## config.mk

```make
export PLATFORM = sky130hd
export DESIGN_NAME = ctrl_pipe
export DESIGN_NICKNAME = d
export VERILOG_FILES = /design/src/rtl/ctrl_pipe.sv
export SDC_FILE = /design/constraint.sdc
export NUM_CORES = 1
export LEC_CHECK = 0
export ABC_AREA = 1
export CELL_PAD_IN_SITES_DETAIL_PLACEMENT = 0
export CELL_PAD_IN_SITES_GLOBAL_PLACEMENT = 1
export CORE_MARGIN = 10
export CORE_UTILIZATION = 27
export DETAILED_ROUTE_END_ITERATION = 12
export PLACE_DENSITY_LB_ADDON = 0.1
export RECOVER_POWER = 100
export SYNTH_ARGS = -nofsm -noshare
export SYNTH_HDL_FRONTEND = slang
export SYNTH_SLANG_ARGS = --single-unit
```

## constraint.sdc

```tcl
create_clock -name clk_i -period 1.4 [get_ports clk_i]
set_input_delay 0.42 -clock clk_i [delete_from_list [all_inputs] [get_ports clk_i]]
set_output_delay 0.42 -clock clk_i [all_outputs]
set_load 0.005 [all_outputs]
```

## src/rtl/ctrl_pipe.sv

```systemverilog
`default_nettype none
// ============================================================================
//  Module      : ctrl_pipe
//  Description : RV32I major-opcode decoder feeding the ID/EX, EX/MEM and
//                MEM/WB control pipeline registers. Adds load-use hazard
//                detection (bubble insertion), branch flush and
//                illegal-opcode flagging.
//  Revision    : 1.0 - initial release
// ============================================================================
module ctrl_pipe #(
  parameter int CTRL_WIDTH = 16,  // control bundle width, at least 8
  parameter int RADDR_W    = 5    // register address width
) (
  input  logic                  clk_i,
  input  logic                  rst_n_i,
  input  logic                  valid_i,
  input  logic [6:0]            opcode_i,
  input  logic [RADDR_W-1:0]    rd_i,
  input  logic [RADDR_W-1:0]    rs1_i,
  input  logic [RADDR_W-1:0]    rs2_i,
  input  logic                  flush_i,
  output logic                  stall_o,
  output logic                  illegal_o,
  output logic [CTRL_WIDTH-1:0] ctrl_ex_o,
  output logic [CTRL_WIDTH-1:0] ctrl_mem_o,
  output logic [CTRL_WIDTH-1:0] ctrl_wb_o,
  output logic                  valid_ex_o,
  output logic                  valid_mem_o,
  output logic                  valid_wb_o,
  output logic [RADDR_W-1:0]    rd_ex_o,
  output logic [RADDR_W-1:0]    rd_mem_o,
  output logic [RADDR_W-1:0]    rd_wb_o
);

  // RV32I major opcodes handled by this decoder
  localparam logic [6:0] OP_R      = 7'b0110011;
  localparam logic [6:0] OP_I      = 7'b0010011;
  localparam logic [6:0] OP_LOAD   = 7'b0000011;
  localparam logic [6:0] OP_STORE  = 7'b0100011;
  localparam logic [6:0] OP_BRANCH = 7'b1100011;

  // Low byte of the bundle: {aluop[1:0], alusrc, is_branch, mem_re, mem_we,
  // reg_we, is_mem_to_reg}
  localparam logic [7:0] BUNDLE_R      = 8'b10_1_0_0_0_1_0;
  localparam logic [7:0] BUNDLE_I      = 8'b10_0_0_0_0_1_0;
  localparam logic [7:0] BUNDLE_LOAD   = 8'b00_0_0_1_0_1_1;
  localparam logic [7:0] BUNDLE_STORE  = 8'b00_0_0_0_1_0_0;
  localparam logic [7:0] BUNDLE_BRANCH = 8'b01_1_1_0_0_0_0;

  // Bit position of mem_re inside the bundle
  localparam int MEM_RE_BIT = 3;

  logic [7:0]            dec_byte;
  logic [CTRL_WIDTH-1:0] dec_ctrl;
  logic                  dec_legal;
  logic                  rs1_used;
  logic                  rs2_used;
  logic                  hazard_rs1;
  logic                  hazard_rs2;
  logic                  ex_is_load;
  logic                  load_id;
  logic                  illegal_id;

  // Opcode decode: bundle byte, source-register usage and legality
  always_comb begin
    dec_byte  = 8'h00;
    dec_legal = 1'b0;
    rs1_used  = 1'b0;
    rs2_used  = 1'b0;
    case (opcode_i)
      OP_R: begin
        dec_byte  = BUNDLE_R;
        dec_legal = 1'b1;
        rs1_used  = 1'b1;
        rs2_used  = 1'b1;
      end
      OP_I: begin
        dec_byte  = BUNDLE_I;
        dec_legal = 1'b1;
        rs1_used  = 1'b1;
      end
      OP_LOAD: begin
        dec_byte  = BUNDLE_LOAD;
        dec_legal = 1'b1;
        rs1_used  = 1'b1;
      end
      OP_STORE: begin
        dec_byte  = BUNDLE_STORE;
        dec_legal = 1'b1;
        rs1_used  = 1'b1;
        rs2_used  = 1'b1;
      end
      OP_BRANCH: begin
        dec_byte  = BUNDLE_BRANCH;
        dec_legal = 1'b1;
        rs1_used  = 1'b1;
        rs2_used  = 1'b1;
      end
      default: begin
        dec_byte  = 8'h00;
        dec_legal = 1'b0;
      end
    endcase
  end

  // Widen the decoded byte to the bundle width; upper bits are reserved as 0
  always_comb begin
    dec_ctrl      = '0;
    dec_ctrl[7:0] = dec_byte;
  end

  // Load-use hazard: a load in EX whose destination feeds a used ID source.
  // x0 never creates a hazard, and a flush cancels the stall because the
  // dependent instruction is being killed anyway.
  always_comb begin
    ex_is_load = valid_ex_o & ctrl_ex_o[MEM_RE_BIT];
    hazard_rs1 = rs1_used & (rs1_i == rd_ex_o);
    hazard_rs2 = rs2_used & (rs2_i == rd_ex_o);
    stall_o    = valid_i & ex_is_load & (rd_ex_o != '0)
               & (hazard_rs1 | hazard_rs2) & ~flush_i;
  end

  // ID/EX loads the decoded instruction only when nothing turns it into a bubble
  always_comb begin
    load_id    = valid_i & ~flush_i & ~stall_o;
    illegal_id = load_id & ~dec_legal;
  end

  // ID/EX register: decoded bundle, or a bubble on flush, stall or invalid ID
  always_ff @(posedge clk_i or negedge rst_n_i) begin
    if (!rst_n_i) begin
      ctrl_ex_o  <= '0;
      valid_ex_o <= 1'b0;
      rd_ex_o    <= '0;
      illegal_o  <= 1'b0;
    end else if (load_id) begin
      ctrl_ex_o  <= dec_ctrl;
      valid_ex_o <= 1'b1;
      rd_ex_o    <= rd_i;
      illegal_o  <= illegal_id;
    end else begin
      ctrl_ex_o  <= '0;
      valid_ex_o <= 1'b0;
      rd_ex_o    <= '0;
      illegal_o  <= 1'b0;
    end
  end

  // EX/MEM register: follows ID/EX, except a flush kills the EX instruction
  always_ff @(posedge clk_i or negedge rst_n_i) begin
    if (!rst_n_i) begin
      ctrl_mem_o  <= '0;
      valid_mem_o <= 1'b0;
      rd_mem_o    <= '0;
    end else if (flush_i) begin
      ctrl_mem_o  <= '0;
      valid_mem_o <= 1'b0;
      rd_mem_o    <= '0;
    end else begin
      ctrl_mem_o  <= ctrl_ex_o;
      valid_mem_o <= valid_ex_o;
      rd_mem_o    <= rd_ex_o;
    end
  end

  // MEM/WB register: always advances from EX/MEM
  always_ff @(posedge clk_i or negedge rst_n_i) begin
    if (!rst_n_i) begin
      ctrl_wb_o  <= '0;
      valid_wb_o <= 1'b0;
      rd_wb_o    <= '0;
    end else begin
      ctrl_wb_o  <= ctrl_mem_o;
      valid_wb_o <= valid_mem_o;
      rd_wb_o    <= rd_mem_o;
    end
  end

endmodule
`default_nettype wire
```

==> results.tsv <==
metric	value	unit
count leader, synth	dfrtp_1	
DP Area	2520	um2
share of the core filled with cells	46.1	%
antenna-violating nets left	0	
CTS buffer count	5	
CTS tree	yes	
CP arrival	1520	ps
synth-to-layout area growth	64.6	%
GP Congestion	0.725	
Max-cap violations	0	
internal power consumption	1.60	mW
synthesized area per cell	9.32	um2
Fin Hold WS	321	ps
largest net degree at the start of global routing	38	
# port buffers	69	
number of global-route vias before repair	1466	
router iterations before antenna repair	2	
root buffer cell	clkbuf_8	
# DRC	0	
Clock Latency Late Sink	280	ps
violated checks	setup timing	
grt ovf	0	
Worst Reg2Reg Path Length in Cells	15	
cell taking the most area after synthesis	dfrtp_1	
Flop pwr share	51.7	%
Clk network pwr share	33.1	%
Worst EP required	980	ps
vias	1358	
WL per Instance	11.9	um
Worst setup SP type	flip-flop	
CP Class	flip-flop to output port	
switching share of power	25.0	%
share of post-route cells with drive strength above 1	35.4	%
Hold-fix buffers, CTS	0	
dominant cells by area after synthesis	dfrtp_1, buf_4, inv_1	
Syn. warnings	0	
Initial DRC Count	35	
worst slew pin tran	872	ps
via/cell ratio	3.74	
Cells after DPL	338	
count of cell types in the netlist	23	
non-filler cells, final	363	
Nets	313	
number of synthesized flops with an enable pin	0	
fmax	0.516	GHz
Leak	1.55	nW
Finished Cell Area	2760	um2
top-area cell type share of the netlist area	55.2	%
CTS sink count	37	
Clock transition at path regs	70	ps
post-route clock skew	5.07	ps
Synth Flop Type	dfrtp_1	
pwr dens	772	nW/um2
status	finished, violations left	
Net Sw Power	0.532	mW
Routed WL	4320	um
post-synthesis cell count	180	
Synth top cells by count	dfrtp_1, buf_4, inv_1, nor2_1, nand2_1	
setup slack at placement	-1140	ps
initial antenna violation count	0	
Die H	98.8	um
Core Region	5990	um2
Final Slew Violations	0	
diode count	0	
Setup crit end kind	output port	
Slew HR	41.8	%
HP Class	input port to asynchronous set/reset pin	
crit-path max FO	3	
register area share after synthesis	55.2	%
cell area after technology mapping	1680	um2
Tcrit/Tclk final	138	%
minimum clock period after layout	1940	ps
dpl hpwl	3510	um
Die Wd	98.8	um
final hold vios	0	
highest ir drop seen on vdd	0.317	mV
Comb power frac	15.2	%
clk buf depth	2	
Final setup viols	15	
Post-synth ARST share	100	%
GR Util All Layers	9.05	%
Final Worst Setup Slack	-539	ps
post-route setup TNS	-4660	ps
Tot Pwr	2.13	mW
num rows	28	
RSZ-0062 raised after global routing	yes	
Ports	94	
first-pass GRT wire length	7160	um
flops & latches, synth	37	
Die ar.	9770	um2
Starting Density	28.0	%
H-Tree Depth	2	
## flip-flops by register name (all words and copies together), names as in the netlist
name and flops:
ctrl_ex_o 6, ctrl_mem_o 6, ctrl_wb_o 6, illegal_o 1, rd_ex_o 5, rd_mem_o 5, rd_wb_o 5, valid_ex_o 1
valid_mem_o 1, valid_wb_o 1
## critical path, stage by stage (launching register included)
cell	delay [ps]
dfrtp_2	450
buf_4	150
inv_2	50
nor2_1	40
nor3_2	130
nand3_2	120
a21oi_2	170
buf_2	140
## cells in the final DEF, fill, tap and decap left out, drive strengths merged
cell,netlist,final
buf,31,45
dlygate4sd2,0,41
clkbuf,1,11
or2,1,1
clkinv,0,2
nand2,22,22
clkdlybuf4s15,0,8
dfrtp,37,37
nand3,6,6
nor2,33,33
conb,1,24
clkdlybuf4s50,0,9
xor2,4,4
a21oi,2,2
nand4,2,2
o21ai,3,3
inv,31,31
clkinvlp,0,1
xnor2,1,1
nor3,4,4
nor3b,1,1
## cell families after synthesis
kind of cell	Yosys count	synth area share, %
simple gates	69	19.2
buf+inv	63	21.3
flops	37	55.2
compound gates	5	1.49
xor+xnor	5	2.61
other cells	1	0.223
## metal layers
metal  vias to the layer above  global-route usage (%)  wire length, um
met2                        56                    15.1             2180
met5                         -                       0                0
met4                         0                    3.97               66
met1                       607                    9.70             1700
li1                        691                       -                -
met3                         4                    3.98              366
## timing repair
action / in CTS / in global routing
pin swaps: 21 / 10
gates resized for setup: 115 / 20
buffers inserted: 13 / 6
cloned: 0 / 0
endpoints found under the setup margin: 57 / 33
## cell type report
type	count	area (um2)
clock buffers	5	68.8
clock inverters	3	17.5
fillers	620	3230
inverters	31	116
multi-input cells	103	578
flip-flops and latches	37	931
well taps	75	93.8
repair buffers	109	956
## power by group through the flow
stage	logic, mW	registers, mW	clock network [mW]
floorplan	0.141	1.12	0
global placement	0.301	1.12	0
detailed placement	0.302	1.12	0
CTS	0.327	1.10	0.748
global route	0.363	1.10	0.794
finish	0.324	1.10	0.707
## final timing paths
path | startpoint | to | slack [ps]
max in group asynchronous | rst_n_i | rd_ex_o[1] | 480
min in group clk_i | rd_mem_o[2] | rd_wb_o[2] | 370
min | rst_n_i | ctrl_wb_o[7] | 320
max | rd_ex_o[1] | stall_o | -540
min reg2reg | rd_mem_o[2] | rd_wb_o[2] | 370
max reg2reg | rd_ex_o[4] | ctrl_ex_o[7] | -320
Note: power is estimated with default switching activity, not from simulation.
